File: config.mk
export PLATFORM = sky130hd
export DESIGN_NAME = uart_cfg
export DESIGN_NICKNAME = d
export VERILOG_FILES = /design/src/rtl/uart_cfg.sv
export SDC_FILE = /design/constraint.sdc
export NUM_CORES = 1
export LEC_CHECK = 0
export CAP_MARGIN = 20
export CORE_ASPECT_RATIO = 1.5
export CORE_MARGIN = 3
export CORE_UTILIZATION = 40
export CTS_CLUSTER_SIZE = 8
export DETAILED_ROUTE_END_ITERATION = 10
export DONT_BUFFER_PORTS = 1
export PLACE_DENSITY = 0.66
export SLEW_MARGIN = 5
export SYNTH_ARGS = -nofsm -noshare
export SYNTH_HDL_FRONTEND = slang
export SYNTH_SLANG_ARGS = --single-unit
File: constraint.sdc
create_clock -name tck -period 3.2 [get_ports tck]
set_clock_uncertainty 0.2 [all_clocks]
set_input_delay 0.96 -clock tck [delete_from_list [all_inputs] [get_ports tck]]
set_output_delay 0.96 -clock tck [all_outputs]
set_load 0.02 [all_outputs]
File: src/rtl/uart_cfg.sv
// uart_cfg: single-clock UART transceiver with a configurable frame format.
// Tx runs from a private bit-period counter that restarts on every accepted
// request. Rx uses a free-running oversample tick with mid-bit sampling, and
// reports parity, frame and overrun errors behind a valid/read handshake.
module uart_cfg #(
  parameter int clk_freq   = 100_000_000,
  parameter int baud_rate  = 9_600,
  parameter int oversample = 16,
  parameter int data_bits  = 8,
  parameter int parity     = 0,
  parameter int stop_bits  = 1
) (
  input  logic                 tck,
  input  logic                 reset,
  input  logic                 TxEnable,
  input  logic [data_bits-1:0] TxData,
  output logic                 TxD,
  output logic                 TxBusy,
  output logic                 TxDone,
  input  logic                 RxD,
  output logic [data_bits-1:0] RxData,
  output logic                 RxValid,
  input  logic                 RxRead,
  output logic                 RxParityErr,
  output logic                 RxFrameErr,
  output logic                 RxOverrun
);

  localparam int DIV        = clk_freq / (baud_rate * oversample);
  localparam int BIT_CYCLES = oversample * DIV;
  localparam int BCW        = $clog2(BIT_CYCLES);
  localparam int DCW        = (DIV > 1) ? $clog2(DIV) : 1;
  localparam int OCW        = $clog2(oversample);

  localparam logic [BCW-1:0] BIT_LAST   = BCW'(BIT_CYCLES - 1);
  localparam logic [DCW-1:0] DIV_LAST   = DCW'(DIV - 1);
  localparam logic [OCW-1:0] OS_LAST    = OCW'(oversample - 1);
  localparam logic [OCW-1:0] HALF_LAST  = OCW'(oversample / 2 - 1);
  localparam logic [3:0]     DATA_LAST  = 4'(data_bits - 1);
  localparam logic           STOP_LAST  = (stop_bits == 2);
  localparam logic           HAS_PARITY = (parity != 0);
  localparam logic           ODD        = (parity == 1);

  // Reject parameter sets the datapath cannot represent.
  if (DIV < 1) begin : g_div_check
    $error("uart_cfg: clk_freq is too low for baud_rate*oversample");
  end
  if (data_bits < 5 || data_bits > 9) begin : g_bits_check
    $error("uart_cfg: data_bits must be 5..9");
  end
  if (oversample < 4 || (oversample % 2) != 0) begin : g_os_check
    $error("uart_cfg: oversample must be even and at least 4");
  end

  typedef enum logic [2:0] {S_IDLE, S_START, S_DATA, S_PARITY, S_STOP} state_t;

  // ---------------------------------------------------------------- Tx
  state_t               tx_state, tx_state_next;
  logic [BCW-1:0]       tx_cyc, tx_cyc_next;
  logic [3:0]           tx_bit, tx_bit_next;
  logic                 tx_stop, tx_stop_next;
  logic [data_bits-1:0] tx_sh, tx_sh_next;
  logic                 tx_par, tx_par_next;
  logic                 txd_next, busy_next, done_next;

  // Tx next state: each bit holds for BIT_CYCLES; TxD is registered, so the
  // next line level is derived from the state being entered.
  always_comb begin
    tx_state_next = tx_state;
    tx_cyc_next   = tx_cyc + BCW'(1);
    tx_bit_next   = tx_bit;
    tx_stop_next  = tx_stop;
    tx_sh_next    = tx_sh;
    tx_par_next   = tx_par;
    txd_next      = TxD;
    busy_next     = TxBusy;
    if (tx_state == S_IDLE) begin
      tx_cyc_next = '0;
      if (TxEnable) begin
        tx_sh_next    = TxData;
        tx_par_next   = ODD ? ~^TxData : ^TxData;
        tx_state_next = S_START;
        txd_next      = 1'b0;
        busy_next     = 1'b1;
      end
    end else if (tx_cyc == BIT_LAST) begin
      tx_cyc_next = '0;
      case (tx_state)
        S_START: begin
          tx_state_next = S_DATA;
          tx_bit_next   = '0;
          txd_next      = tx_sh[0];
        end
        S_DATA: begin
          if (tx_bit == DATA_LAST) begin
            if (HAS_PARITY) begin
              tx_state_next = S_PARITY;
              txd_next      = tx_par;
            end else begin
              tx_state_next = S_STOP;
              tx_stop_next  = 1'b0;
              txd_next      = 1'b1;
            end
          end else begin
            tx_bit_next = tx_bit + 4'(1);
            tx_sh_next  = tx_sh >> 1;
            txd_next    = tx_sh[1];
          end
        end
        S_PARITY: begin
          tx_state_next = S_STOP;
          tx_stop_next  = 1'b0;
          txd_next      = 1'b1;
        end
        S_STOP: begin
          if (tx_stop == STOP_LAST) begin
            tx_state_next = S_IDLE;
            busy_next     = 1'b0;
            txd_next      = 1'b1;
          end else begin
            tx_stop_next = 1'b1;
          end
        end
        default: begin
          tx_state_next = S_IDLE;
          busy_next     = 1'b0;
          txd_next      = 1'b1;
        end
      endcase
    end
    // Done is high exactly while the final stop bit is in its last cycle.
    done_next = (tx_state_next == S_STOP) && (tx_stop_next == STOP_LAST) &&
                (tx_cyc_next == BIT_LAST);
  end

  // Tx state register; reset forces the line high and aborts any frame.
  always_ff @(posedge tck or negedge reset) begin
    if (!reset) begin
      tx_state <= S_IDLE;
      tx_cyc   <= '0;
      tx_bit   <= '0;
      tx_stop  <= 1'b0;
      tx_sh    <= '0;
      tx_par   <= 1'b0;
      TxD      <= 1'b1;
      TxBusy   <= 1'b0;
      TxDone   <= 1'b0;
    end else begin
      tx_state <= tx_state_next;
      tx_cyc   <= tx_cyc_next;
      tx_bit   <= tx_bit_next;
      tx_stop  <= tx_stop_next;
      tx_sh    <= tx_sh_next;
      tx_par   <= tx_par_next;
      TxD      <= txd_next;
      TxBusy   <= busy_next;
      TxDone   <= done_next;
    end
  end

  // ---------------------------------------------------------------- Rx
  logic           rx_s1, rx_s2, rx_prev;
  logic [DCW-1:0] tk_cnt;
  logic           tick;

  assign tick = (tk_cnt == DIV_LAST);

  // RxD synchroniser, edge history and free-running oversample tick.
  always_ff @(posedge tck or negedge reset) begin
    if (!reset) begin
      rx_s1   <= 1'b1;
      rx_s2   <= 1'b1;
      rx_prev <= 1'b1;
      tk_cnt  <= '0;
    end else begin
      rx_s1   <= RxD;
      rx_s2   <= rx_s1;
      rx_prev <= rx_s2;
      tk_cnt  <= tick ? '0 : tk_cnt + DCW'(1);
    end
  end

  state_t               rx_state, rx_state_next;
  logic [OCW-1:0]       rx_os, rx_os_next;
  logic [3:0]           rx_bit, rx_bit_next;
  logic [data_bits-1:0] rx_sh, rx_sh_next;
  logic                 rx_par, rx_par_next;
  logic                 rx_done;
  logic [data_bits-1:0] rxdata_next;
  logic                 valid_next, perr_next, ferr_next, ovr_next;

  // Rx next state: half a bit into the start bit, then one full bit per
  // sample; the stop sample completes the frame and updates the handshake.
  always_comb begin
    rx_state_next = rx_state;
    rx_os_next    = rx_os;
    rx_bit_next   = rx_bit;
    rx_sh_next    = rx_sh;
    rx_par_next   = rx_par;
    rx_done       = 1'b0;
    rxdata_next   = RxData;
    valid_next    = RxValid;
    perr_next     = RxParityErr;
    ferr_next     = RxFrameErr;
    ovr_next      = RxOverrun;
    case (rx_state)
      S_IDLE: begin
        rx_os_next = '0;
        if (rx_prev && !rx_s2) rx_state_next = S_START;
      end
      S_START: begin
        if (tick) begin
          if (rx_os == HALF_LAST) begin
            rx_os_next    = '0;
            rx_bit_next   = '0;
            rx_state_next = rx_s2 ? S_IDLE : S_DATA;
          end else begin
            rx_os_next = rx_os + OCW'(1);
          end
        end
      end
      S_DATA: begin
        if (tick) begin
          if (rx_os == OS_LAST) begin
            rx_os_next = '0;
            rx_sh_next = {rx_s2, rx_sh[data_bits-1:1]};
            if (rx_bit == DATA_LAST) begin
              rx_state_next = HAS_PARITY ? S_PARITY : S_STOP;
            end else begin
              rx_bit_next = rx_bit + 4'(1);
            end
          end else begin
            rx_os_next = rx_os + OCW'(1);
          end
        end
      end
      S_PARITY: begin
        if (tick) begin
          if (rx_os == OS_LAST) begin
            rx_os_next    = '0;
            rx_par_next   = rx_s2;
            rx_state_next = S_STOP;
          end else begin
            rx_os_next = rx_os + OCW'(1);
          end
        end
      end
      S_STOP: begin
        if (tick) begin
          if (rx_os == OS_LAST) begin
            rx_os_next    = '0;
            rx_done       = 1'b1;
            rx_state_next = S_IDLE;
          end else begin
            rx_os_next = rx_os + OCW'(1);
          end
        end
      end
      default: rx_state_next = S_IDLE;
    endcase

    if (rx_done) begin
      rxdata_next = rx_sh;
      perr_next   = HAS_PARITY && (rx_par != (ODD ? ~^rx_sh : ^rx_sh));
      ferr_next   = !rx_s2;
      valid_next  = 1'b1;
      ovr_next    = RxRead ? 1'b0 : (RxOverrun | RxValid);
    end else if (RxRead && RxValid) begin
      valid_next = 1'b0;
      ovr_next   = 1'b0;
    end
  end

  // Rx state and host-visible receive registers.
  always_ff @(posedge tck or negedge reset) begin
    if (!reset) begin
      rx_state    <= S_IDLE;
      rx_os       <= '0;
      rx_bit      <= '0;
      rx_sh       <= '0;
      rx_par      <= 1'b0;
      RxData      <= '0;
      RxValid     <= 1'b0;
      RxParityErr <= 1'b0;
      RxFrameErr  <= 1'b0;
      RxOverrun   <= 1'b0;
    end else begin
      rx_state    <= rx_state_next;
      rx_os       <= rx_os_next;
      rx_bit      <= rx_bit_next;
      rx_sh       <= rx_sh_next;
      rx_par      <= rx_par_next;
      RxData      <= rxdata_next;
      RxValid     <= valid_next;
      RxParityErr <= perr_next;
      RxFrameErr  <= ferr_next;
      RxOverrun   <= ovr_next;
    end
  end

endmodule

Word level (Yosys, flattened, before mapping)
Index checks and enable logic that the tools add are counted.
Word-level totals
  input port bits: 13
  bits in registers: 76
  output and inout port bits: 15
Operators by class
  bitwise gates (word level): 3
  mux-type cells: 62
  add/sub/neg operators: 5
  reduce and logical (&&, ||, !) cells: 23
  eq/ne operators: 33
Operator list (count)
  two-way mux 3 bit: 15
  two-way mux 4 bit: 10
  two-way mux 8 bit: 5
  == test 14 bit, second input constant: 2
  two-way mux 14 bit: 2
  != test 2 bit, second input constant: 14
  two-way mux 1 bit: 20
  one-hot mux 4 bit (2 select lines): 2
  one-hot mux 3 bit (5 select lines): 1
  adder 14 x 1 -> 14 bit, second input constant: 1
  adder 4 x 1 -> 4 bit, second input constant: 3
  == test 3 x 2 -> 1 bit, second input constant: 4
  == test 4 x 3 -> 1 bit, second input constant: 3
  one-hot mux 3 bit (4 select lines): 1
  one-hot mux 4 bit (3 select lines): 1
  AND reduction 4 bit: 3
  adder 10 x 1 -> 10 bit, second input constant: 1
  == test 10 bit, second input constant: 1
  two-way mux 10 bit: 1
  AND reduction 10 bit: 1
  nonzero test 2 bit: 5
  == test 3 bit, second input constant: 3
  AND reduction 3 bit: 3
  == test 3 x 1 -> 1 bit, second input constant: 2
  14 further kinds: 22

Depth between registers and ports, before layout
Gate-level depths: netlist of run 1.
  depth in word-level cells: 8
  gate-level depth with buffers: 9
  gate-level depth less buffers: 7

Worst setup path after synthesis of run 1
OpenSTA, ideal clock, no wires.
  path type: register to register
  start point: register tk_cnt[0]
  end point: register RxData[2]
  setup time: 125 ps
  slack: 1123 ps
  clock period less this slack: 2077 ps
  stages on the path, launching flop included: 9
  data arrival time: 1752 ps
  data required time: 2875 ps
  path through: dfrtp_1 -> inv_1 -> ha_1 -> and3b_1 -> and4b_1 -> buf_4 -> nand4_2 -> buf_2 -> mux2_2
Between the ends
  word-level cells in the longest chain between the ends: 3
Ends and longest elaborated chain
  start: declaration: line 163  | logic [DCW-1:0] tk_cnt;
  start signal: assignment: line 179  | tk_cnt <= tick ? '0 : tk_cnt + DCW'(1);
  == test 10 bit: line 166  | assign tick = (tk_cnt == DIV_LAST);
  two-way mux 1 bit: line 249  | if (tick) begin
  two-way mux 1 bit: line 206  | case (rx_state)
  end signal: assignment: line 293  | RxData <= rxdata_next;
  end: declaration: line 21  | output logic [data_bits-1:0] RxData,
Every way passes these cells.
A chain may end at the register's enable or synchronous reset.

Worst setup path in the final report of run 1
  start point: register tx_cyc[0]
  end point: register tx_sh[7]
Between the ends
  word-level cells in the longest chain between the ends: 3
Ends and longest elaborated chain
  start: declaration: line 59  | logic [BCW-1:0] tx_cyc, tx_cyc_next;
  start signal: assignment: line 150  | tx_cyc <= tx_cyc_next;
  == test 14 bit: line 86  | end else if (tx_cyc == BIT_LAST) begin
  nonzero test 2 bit (no line)
  AND reduction 4 bit (no line)
  end signal: assignment: line 153  | tx_sh <= tx_sh_next;
  end: declaration: line 62  | logic [data_bits-1:0] tx_sh, tx_sh_next;
Every way passes these cells.

==> parameters.txt, run 1 <==
Parameter                              Value

Routing
  Per-cell routed wire length ... 14.7 um
  Via-to-Cell Ratio ... 5.57
  First-pass iteration count of the detailed router ... 4
  Count of unresolved DRC violations after routing ... 0
  Detailed Route WL ... 6870 um
  Post-detailed-route count of antenna-violating nets ... 0
  DR vias ... 2596
  Initial detailed-routing violation count ... 82

Floorplanning
  Area of the core region ... 0.00899 mm2
  Area of the die ... 0.0106 mm2
  Initial Utilization ... 41.7%
  Vertical extent of the die ... 125 um
  Die Span X ... 85 um
  Number of top-level pins ... 28
  Num rows ... 42

Synthesis
  Cell accounting for the most synthesized area ... sky130_fd_sc_hd__dfrtp_1
  Count of cell types in the netlist ... 61
  Net count after synthesis ... 375
  Summed instance area of the synthesized netlist ... 0.00374 mm2
  Post-synthesis area per instance ... 10.5 um2
  Synth warnings ... 0
  Number of flip-flops and latches in the synthesized netlist ... 76
  Gate Count Post-Synth ... 356
  Number of enable flip-flop cells after synthesis ... 0
  Top cell types by occurrence after synthesis ... sky130_fd_sc_hd__dfrtp_1, sky130_fd_sc_hd__nor2_1, sky130_fd_sc_hd__nand2_1, sky130_fd_sc_hd__a21oi_1, sky130_fd_sc_hd__mux2_2
  Share of synthesized area occupied by flip-flops and latches ... 50.9%
  Fraction of registers with async set/reset ... 100%
  Top cell type's share of synthesized area ... 48.1%
  Leading cell types by total area after synthesis ... sky130_fd_sc_hd__dfrtp_1, sky130_fd_sc_hd__mux2_2, sky130_fd_sc_hd__nor2_1
  Dominant cell by count in the synthesized netlist ... sky130_fd_sc_hd__dfrtp_1
  Most frequently used flop master after synthesis ... sky130_fd_sc_hd__dfrtp_1

Clock tree
  Source-to-sink clock delay at the later pin of the worst-skew pair ... 0.34 ns
  Number of buffers between clock root and the deepest sink ... 2
  Gates resized, CTS repair ... 0
  Sinks on the clock net ... 76
  Register clock-pin slew on the reported worst setup and hold paths ... 0.06 ns
  Post-CTS setup-driven buffer insertion count ... 0
  Hold buffer count at CTS ... 0
  Clock buffer count from CTS ... 9
  H-tree depth reported by CTS ... 3
  TritonCTS clock tree ... built
  Root Buffer Master ... sky130_fd_sc_hd__clkbuf_16

Power
  Worst supply voltage drop on vdd ... 0.000467 V
  Power Density ... 566 mW/mm2
  LEAKAGE ... 1.84 nW

Cells and area
  Ratio of cells with drive above 1 in the final layout ... 13.5%
  Post-Route Utilization ... 45.5%
  Post-layout nets ... 370
  Ant. Diodes ... 0
  Area added between synthesis and finish ... 9.22%
  Count of filler cells inserted in the layout ... 807

Setup path
  Sequence of cells on the critical path ... ha_1, and3_1, nand4_2, o2bb2ai_2, a21boi_0, a41o_1
  Maximum cell stage delay along the critical path ... 0.56 ns
  Number of buffer and inverter stages on the critical path ... 0
  Critical path's slowest cell ... sky130_fd_sc_hd__o2bb2ai_2
  Worst-path maximum fanout ... 15
  CP Launch Type ... flip-flop
  Top cell family by delay on the critical path ... compound AO/OA/AOI/OAI gates
  Worst setup path category ... flip-flop to flip-flop
  Worst reg-to-reg setup slack ... 0.75 ns
  Arrival time at the worst endpoint ... 2.48 ns
  Worst Path Required ... 3.23 ns
  Endpoint type of the worst setup path ... flip-flop

STA
  Final period util ... 76.6%
  Final min period ... 2.45 ns
  Setup TNS ... 0 ns
  RSZ-0062 raised after global routing ... false
  Max Freq ... 0.408 GHz
  Number of setup violations in the final report ... 0
  Worst Slack Setup Final ... 0.748 ns
  Worst-margin pin slew ... 0.901 ns
  Final Hold Fails ... 0
  Final Slew Violations ... 0
  Tightest slew margin relative to the limit ... 39.7%

Global routing
  Global-route wire length before repair ... 12100 um
  Total grt overflow ... 0
  Initial antenna violation count ... 0
  Vias in the first global route ... 2596
  Total Routing Usage GR ... 14.0%
  Largest net degree at the start of global routing ... 77

Placement
  Final weighted congestion in routability-driven placement ... 0.876
  Number of buffers inserted by port buffering ... 0
  Placed wire-length estimate after detailed placement ... 4810 um
  Pre-CTS WS ... 0.757 ns

Worst hold path
  Kind of path behind the tightest hold check ... input pin to async pin

Flow run
  Max Cap Violations ... 0

Outcome
  Run status ... finished clean
[final cells by class]
cell class	instances	area (um2)	area share, %
Multi-Input combinational cell	253	1720	42.0
Tap cell	110	138	3.36
Clock inverter	7	57.6	1.41
Inverter	10	37.5	0.918
Clock buffer	9	225	5.51
Sequential cell	76	1910	46.6
Timing Repair Buffer	1	7.51	0.184
[power by group]
part / total [mW] / leakage [nW] / switching (mW) / internal, mW
clock network: 0.953 / 0.135 / 0.417 / 0.536
registers: 1.15 / 0.983 / 0.0956 / 1.05
logic: 0.216 / 0.724 / 0.114 / 0.102
total: 2.31 / 1.84 / 0.626 / 1.69
[path summary, 6_finish.rpt]
check                                 end  startpoint  cells past startpoint
worst max-delay path             tx_sh[7]   tx_cyc[0]                      6
worst min-delay path            rx_bit[1]       reset                      0
worst max register to register   tx_sh[7]   tx_cyc[0]                      6
worst min register to register      rx_s2       rx_s1                      0
max in group asynchronous           rx_s2       reset                      0
min in group tck                    rx_s2       rx_s1                      0
[routing by layer]
metal | wire (um) | GRT usage [%] | part of all wire (%)
met2 | 3600 | 24.0 | 52
met1 | 2880 | 16.0 | 42
met5 | 0 | 0 | 0
met3 | 264 | 3.71 | 3.8
met4 | 136 | 6.43 | 2.0
[cells by family (layout without fill, tap and decap cells)]
kind of cell | count (synthesis) | after routing | share of synthesized area (%)
AND/OR/NAND/NOR | 134 | 134 | 19.9
other | 1 | 1 | 0.100
adder cells (fa/ha/maj) | 7 | 7 | 2.27
flip-flops | 76 | 76 | 50.9
multiplexers | 25 | 25 | 7.22
AO/OA/AOI/OAI | 68 | 68 | 12.2
buffers and inverters | 27 | 27 | 3.21
XOR/XNOR | 18 | 18 | 4.21
[flip-flops by register name, summed over array words and instances (netlist names)]
signal      flops
tx_sh           8
TxBusy          1
tx_state        3
rx_bit          4
RxValid         1
RxFrameErr      1
tx_cyc         14
rx_sh           8
RxData          8
rx_s2           1
tk_cnt         10
rx_os           4
rx_s1           1
TxD             1
tx_bit          4
tx_stop         1
rx_prev         1
rx_state        3
TxDone          1
RxOverrun       1
[stage by stage]
stage	instances	total power, mW	hold WS, ns	area (um2)
after floorplan	356	1.33	0.145	3740
after global placement	450	1.37	0.162	3810
after detailed placement	450	1.38	0.159	3810
after CTS	466	2.35	0.103	4090
after global routing	466	2.44	0.102	4090
final	466	2.31	0.118	4090
[cells in the final DEF, fill, tap and decap left out, types with 2 or more instances in the layout]
| cell | n |
|---|---|
| sky130_fd_sc_hd__a21o_1 | 3 |
| sky130_fd_sc_hd__a21oi_1 | 21 |
| sky130_fd_sc_hd__a22o_1 | 2 |
| sky130_fd_sc_hd__a31oi_1 | 8 |
| sky130_fd_sc_hd__and2_1 | 3 |
| sky130_fd_sc_hd__and3_1 | 8 |
| sky130_fd_sc_hd__and4_1 | 2 |
| sky130_fd_sc_hd__clkbuf_16 | 9 |
| sky130_fd_sc_hd__clkinvlp_4 | 2 |
| sky130_fd_sc_hd__dfrtp_1 | 72 |
| sky130_fd_sc_hd__dfstp_2 | 4 |
| sky130_fd_sc_hd__ha_1 | 6 |
| sky130_fd_sc_hd__inv_1 | 10 |
| sky130_fd_sc_hd__inv_6 | 3 |
| sky130_fd_sc_hd__mux2_2 | 16 |
| sky130_fd_sc_hd__mux2i_1 | 9 |
| sky130_fd_sc_hd__nand2_1 | 28 |
| sky130_fd_sc_hd__nand2b_1 | 6 |
| sky130_fd_sc_hd__nand3_1 | 12 |
| sky130_fd_sc_hd__nand3b_1 | 2 |
| sky130_fd_sc_hd__nand4_1 | 3 |
| sky130_fd_sc_hd__nand4_2 | 3 |
| sky130_fd_sc_hd__nand4b_1 | 2 |
| sky130_fd_sc_hd__nor2_1 | 33 |
| sky130_fd_sc_hd__nor3_1 | 7 |
| sky130_fd_sc_hd__nor3b_1 | 4 |
| sky130_fd_sc_hd__nor4_1 | 4 |
| sky130_fd_sc_hd__nor4b_1 | 2 |
| sky130_fd_sc_hd__o21ai_0 | 15 |
| sky130_fd_sc_hd__o221ai_1 | 2 |
| sky130_fd_sc_hd__o2bb2ai_1 | 2 |
| sky130_fd_sc_hd__or3_1 | 5 |
| sky130_fd_sc_hd__or4b_1 | 2 |
| sky130_fd_sc_hd__xnor2_1 | 13 |
| sky130_fd_sc_hd__xor2_1 | 5 |
No activity file was read; power rests on OpenSTA's default activity.
==> run 2: changes to the inputs <==
- PLACE_DENSITY: 0.66 -> 0.68
- clock period: 3.2 -> 2.2 ns (I/O delays scaled with it)
==> run 2 against run 1 <==
Compared with the run above: sequential power grew 43%; sequential cell count is the same; critical path type unchanged; non-clock buffer count grew 20; count of clock-buffer cells in the layout grew 1; largest power group unchanged; clock power grew 67%; critical path depth shrank 2; largest cell class unchanged; register-to-register slack lost 0.77 ns; the flow now finishes with violations (negative hold slack, negative setup slack); highest routed layer unchanged.
==> parameters.txt, run 2 (synthesis results as in run 1) <==
Parameter                              Value

Setup path
  Endpoint type of the worst setup path ... flip-flop
  Worst setup path category ... flip-flop to flip-flop
  Worst Path Required ... 2.22 ns
  Depth of the worst register-to-register path ... 4
  CP Launch Type ... flip-flop
  Arrival time at the worst endpoint ... 2.24 ns
  Worst reg-to-reg setup slack ... -0.02 ns
  Worst R2R Start ... tx_cyc[8]
  Critical register-to-register path endpoint ... tx_bit[3]
  Worst-path maximum fanout ... 8

Routing
  First-pass iteration count of the detailed router ... 4
  Via-to-Cell Ratio ... 5.58
  Count of unresolved DRC violations after routing ... 0
  Per-cell routed wire length ... 15.1 um
  Post-detailed-route count of antenna-violating nets ... 0
  DR vias ... 2708
  Initial detailed-routing violation count ... 97
  Detailed Route WL ... 7350 um

Cells and area
  Count of filler cells inserted in the layout ... 794
  Largest registers ranked by flip-flop count ... tx_cyc (14), tk_cnt (10)
  Commonest non-fill, non-tap cell in the layout ... sky130_fd_sc_hd__dfrtp_1
  Multi-input gate area ... 0.00177 mm2
  Post-Route Utilization ... 48.5%
  Sequential standard cell area ... 0.00191 mm2
  Ratio of cells with drive above 1 in the final layout ... 19.7%
  Post-layout nets ... 390
  Flip-flop count of the largest register after layout ... 14
  Area added between synthesis and finish ... 16.3%
  Most frequent cells in the layout ... sky130_fd_sc_hd__dfrtp_1, sky130_fd_sc_hd__nor2_1, sky130_fd_sc_hd__nand2_1, sky130_fd_sc_hd__a21oi_1, sky130_fd_sc_hd__buf_4
  Register containing the most flip-flops in the final layout ... tx_cyc
  Ant. Diodes ... 0
  Post-route standard cell area excluding fillers ... 0.00435 mm2

Floorplanning
  Area of the die ... 0.0106 mm2
  Num rows ... 42
  Initial Utilization ... 41.7%
  Number of top-level pins ... 28
  Die Span X ... 85 um
  Area of the core region ... 0.00899 mm2
  Vertical extent of the die ... 125 um

Clock tree
  Sinks on the clock net ... 76
  Clock buffer count from CTS ... 9
  TritonCTS clock tree ... built
  Number of buffers between clock root and the deepest sink ... 2
  Root Buffer Master ... sky130_fd_sc_hd__clkbuf_16
  H-tree depth reported by CTS ... 3
  Register clock-pin slew on the reported worst setup and hold paths ... 0.06 ns
  Source-to-sink clock delay at the later pin of the worst-skew pair ... 0.33 ns

STA
  Worst-margin pin slew ... 0.544 ns
  Final Slew Violations ... 0
  Final period util ... 101%
  RSZ-0062 raised after global routing ... true
  Number of setup violations in the final report ... 1
  Tightest slew margin relative to the limit ... 63.4%
  Final min period ... 2.22 ns
  Worst slack on hold paths ... -0.179 ns
  Max Freq ... 0.451 GHz
  Worst Slack Setup Final ... -0.0186 ns
  Final Hold Fails ... 74

Power
  Power Density ... 832 mW/mm2
  Worst supply voltage drop on vdd ... 0.000598 V
  LEAKAGE ... 1.96 nW

Global routing
  Vias in the first global route ... 2812
  Largest net degree at the start of global routing ... 77
  Initial antenna violation count ... 0
  Total Routing Usage GR ... 14.8%
  Total grt overflow ... 0
  Global-route wire length before repair ... 12800 um

Worst hold path
  Kind of path behind the tightest hold check ... input pin to async pin

Flow run
  Max Cap Violations ... 0

Placement
  Placed wire-length estimate after detailed placement ... 5010 um
  Post-detailed-placement cell area ... 0.00396 mm2
  Number of buffers inserted by port buffering ... 0
  Final weighted congestion in routability-driven placement ... 0.843

Outcome
  Failing checks ... negative hold slack, negative setup slack
  Run status ... finished, violations left
run 2: cell count changes in the layout (fill, tap and decap cells not counted), moves of 2 or more:
cell | previous run | this run
sky130_fd_sc_hd__bufinv_16 | 0 | 2
sky130_fd_sc_hd__buf_12 | 0 | 2
sky130_fd_sc_hd__inv_6 | 3 | 1
sky130_fd_sc_hd__buf_4 | 1 | 19
run 2: through the flow:
stage	worst slack (ns)	power [mW]	cells	setup TNS (ns)
after floorplan	0.123	1.93	356	0
after global placement	0.0284	2.02	467	0
after detailed placement	-0.0123	2.03	467	-0.0174
after CTS	0.0335	3.64	482	0
after global routing	-0.150	3.80	485	-1.16
final	-0.0186	3.62	485	-0.0186
run 2: timing repair:
action,in CTS,in global routing
endpoints found under the hold margin,76,76
resized for setup,4,6
gates cloned,0,0
setup buffers,0,3
endpoints found under the setup margin,2,16
pin swaps,0,3
run 2: power breakdown:
group          internal (mW)  leakage [nW]  switching [mW]
logic                  0.180         0.820           0.202
clock network           1.02         0.155           0.568
registers               1.53         0.983           0.121
total                   2.73          1.96           0.891
run 2: area by class of cell:
cell class / instances / area share (%)
Sequential cell: 76 / 43.8
Multi-Input combinational cell: 253 / 40.5
Clock buffer: 10 / 5.49
Timing Repair Buffer: 21 / 4.20
Tap cell: 110 / 3.16
Clock inverter: 5 / 1.95
Inverter: 10 / 0.862
run 2: metal layers:
layer	global-route usage (%)	wire length (um)	vias to the layer above
li1	-	-	1308
met1	16.9	3050	1327
met2	25.4	3850	54
met3	4.10	266	19
met4	6.24	180	0
met5	0	0	-
run 2: critical path: stages, from the launching register on:
cell                      delay, ns
sky130_fd_sc_hd__dfrtp_1       0.43
sky130_fd_sc_hd__nor4_1        0.52
sky130_fd_sc_hd__nand4_4       0.28
sky130_fd_sc_hd__or3_1         0.43
sky130_fd_sc_hd__a22o_1        0.24
run 2: worst max path at each step:
| stage | slack [ns] | to | from |
|---|---|---|---|
| after floorplan | 0.12 | RxData[2] | tk_cnt[0] |
| after global placement | 0.03 | TxDone | tx_cyc[1] |
| after detailed placement | -0.01 | TxDone | tx_cyc[1] |
| after CTS | 0.03 | tx_bit[3] | tx_cyc[1] |
| after global routing | -0.15 | tx_bit[3] | tx_cyc[8] |
| final | -0.02 | tx_bit[3] | tx_cyc[8] |
==> run 3: changes to the inputs <==
- CORE_MARGIN: 3 -> 4
==> run 3 against run 2 <==
Compared with the run above: count of clock-buffer cells in the layout unchanged; non-clock buffer count decreased by 2; core utilization decreased by 1.7 points; first-iteration DRC count increased by 5.2%; register-to-register slack improved by 0.09 ns; largest cell class unchanged; final cell count increased by 0.21%; the run ends with negative hold slack left.
==> parameters.txt, run 3 (synthesis results as in run 1) <==
Parameter                              Value

Routing
  Met1 wire length ... 2830 um
  DR vias ... 2684
  Detailed Route WL ... 7130 um
  Via-to-Cell Ratio ... 5.52
  Initial detailed-routing violation count ... 102
  Highest metal layer used by the detailed router ... met4
  Met2 wire length ... 3900 um
  First-pass iteration count of the detailed router ... 4
  Met3 WL post-DR ... 256 um
  Post-detailed-route count of antenna-violating nets ... 0
  Per-cell routed wire length ... 14.7 um
  Count of unresolved DRC violations after routing ... 0

Placement
  Post-detailed-placement cell area ... 0.00395 mm2
  Final weighted congestion in routability-driven placement ... 0.828
  Placed wire-length estimate after detailed placement ... 5060 um
  Number of buffers inserted by port buffering ... 0
  DP Cell Count ... 469

Setup path
  Arrival time at the worst endpoint ... 2.19 ns
  Sequence of cells on the critical path ... nor4b_4, and4b_1, buf_6, o211ai_4, or4b_1, a21oi_2
  Endpoint type of the worst setup path ... flip-flop
  Top cell family by delay on the critical path ... simple AND/OR/NAND/NOR gates
  Critical path's slowest cell ... sky130_fd_sc_hd__or4b_1
  Number of buffer and inverter stages on the critical path ... 1
  Worst Path Required ... 2.26 ns
  Worst-path maximum fanout ... 8
  CP Launch Type ... flip-flop
  Worst setup path category ... flip-flop to flip-flop
  Maximum cell stage delay along the critical path ... 0.50 ns
  Worst reg-to-reg setup slack ... 0.07 ns

Cells and area
  Most frequent cells in the layout ... sky130_fd_sc_hd__dfrtp_1, sky130_fd_sc_hd__nor2_1, sky130_fd_sc_hd__nand2_1, sky130_fd_sc_hd__a21oi_1, sky130_fd_sc_hd__buf_4
  Final Non-Filler Cells ... 486
  Flip-flop count of the largest register after layout ... 14
  Largest registers ranked by flip-flop count ... tx_cyc (14), tk_cnt (10)
  Ant. Diodes ... 0
  Post-route standard cell area excluding fillers ... 0.00430 mm2
  Area added between synthesis and finish ... 14.9%
  Commonest non-fill, non-tap cell in the layout ... sky130_fd_sc_hd__dfrtp_1
  Count of filler cells inserted in the layout ... 833
  Ratio of cells with drive above 1 in the final layout ... 18.4%
  Post-layout nets ... 388
  Register containing the most flip-flops in the final layout ... tx_cyc

STA
  Number of setup violations in the final report ... 0
  RSZ-0062 raised after global routing ... true
  Worst slack on hold paths ... -0.177 ns
  Final period util ... 96.7%
  Max Freq ... 0.470 GHz
  Final min period ... 2.13 ns
  Final Slew Violations ... 0
  Final Hold Fails ... 76

Global routing
  Initial antenna violation count ... 0
  Global-route wire length before repair ... 12500 um
  Vias in the first global route ... 2798
  Total Routing Usage GR ... 14.3%
  Largest net degree at the start of global routing ... 77
  Total grt overflow ... 0

Clock tree
  Root Buffer Master ... sky130_fd_sc_hd__clkbuf_16
  Register clock-pin slew on the reported worst setup and hold paths ... 0.06 ns
  Number of buffers between clock root and the deepest sink ... 2
  TritonCTS clock tree ... built
  Sinks on the clock net ... 76
  H-tree depth reported by CTS ... 3
  Clock buffer count from CTS ... 9
  Source-to-sink clock delay at the later pin of the worst-skew pair ... 0.33 ns

Power
  Total Power Consumption ... 3.41 mW
  Worst supply voltage drop on vdd ... 0.000554 V
  LEAKAGE ... 1.96 nW
  Power Density ... 792 mW/mm2

Outcome
  Run status ... finished, violations left
  Failing checks ... negative hold slack

Worst hold path
  Kind of path behind the tightest hold check ... input pin to async pin

Floorplanning
  Num rows ... 43
  Initial Utilization ... 40.7%
  Area of the die ... 0.0110 mm2
  Number of top-level pins ... 28
  Die Span X ... 87 um
  Vertical extent of the die ... 127 um
  Area of the core region ... 0.00920 mm2

Flow run
  Max Cap Violations ... 0
-- run 3: through the flow --
stage	utilization, %	setup TNS, ns	setup WS, ns
6_report	46.8	0	0.0715
3_5_place_dp	42.9	0	0.0337
3_3_place_gp	42.9	0	0.0624
5_1_grt	46.8	-0.0488	-0.0357
2_1_floorplan	-	0	0.123
4_1_cts	46.0	0	0.0217
-- run 3: path summary, 6_finish.rpt --
check	depth (start not counted)	endpoint	from
min	0	tx_cyc[0]	reset
max	6	rx_state[1]	tk_cnt[5]
min in group tck	0	rx_s1	RxD
min reg2reg	0	rx_s2	rx_s1
max in group asynchronous	0	rx_prev	reset
max reg2reg	6	rx_state[1]	tk_cnt[5]
-- run 3: area by class of cell --
| class | instances | area (um2) | area share [%] |
|---|---|---|---|
| multi-input combinational | 253 | 1770 | 41.2 |
| clock inverter | 6 | 47.5 | 1.10 |
| timing repair buffer | 19 | 159 | 3.69 |
| inverter | 10 | 37.5 | 0.872 |
| sequential | 76 | 1910 | 44.3 |
| clock buffer | 10 | 239 | 5.55 |
| tap | 112 | 140 | 3.26 |
-- run 3: where the power goes --
part	internal [mW]	switching [mW]	leakage, nW
clock	0.803	0.576	0.139
combinational	0.179	0.196	0.839
sequential	1.53	0.124	0.983
-- run 3: routing by layer --
layer	track usage [%]	up-vias
li1	-	1304
met1	15.7	1329
met2	24.8	38
met3	4.48	13
met4	6.33	0
met5	0	-
-- run 3: repair_timing --
item	4_1_cts	5_1_grt
buffers inserted	0	1
setup endpoints to repair	0	30
gates resized for setup	0	9
endpoints found under the hold margin	76	76
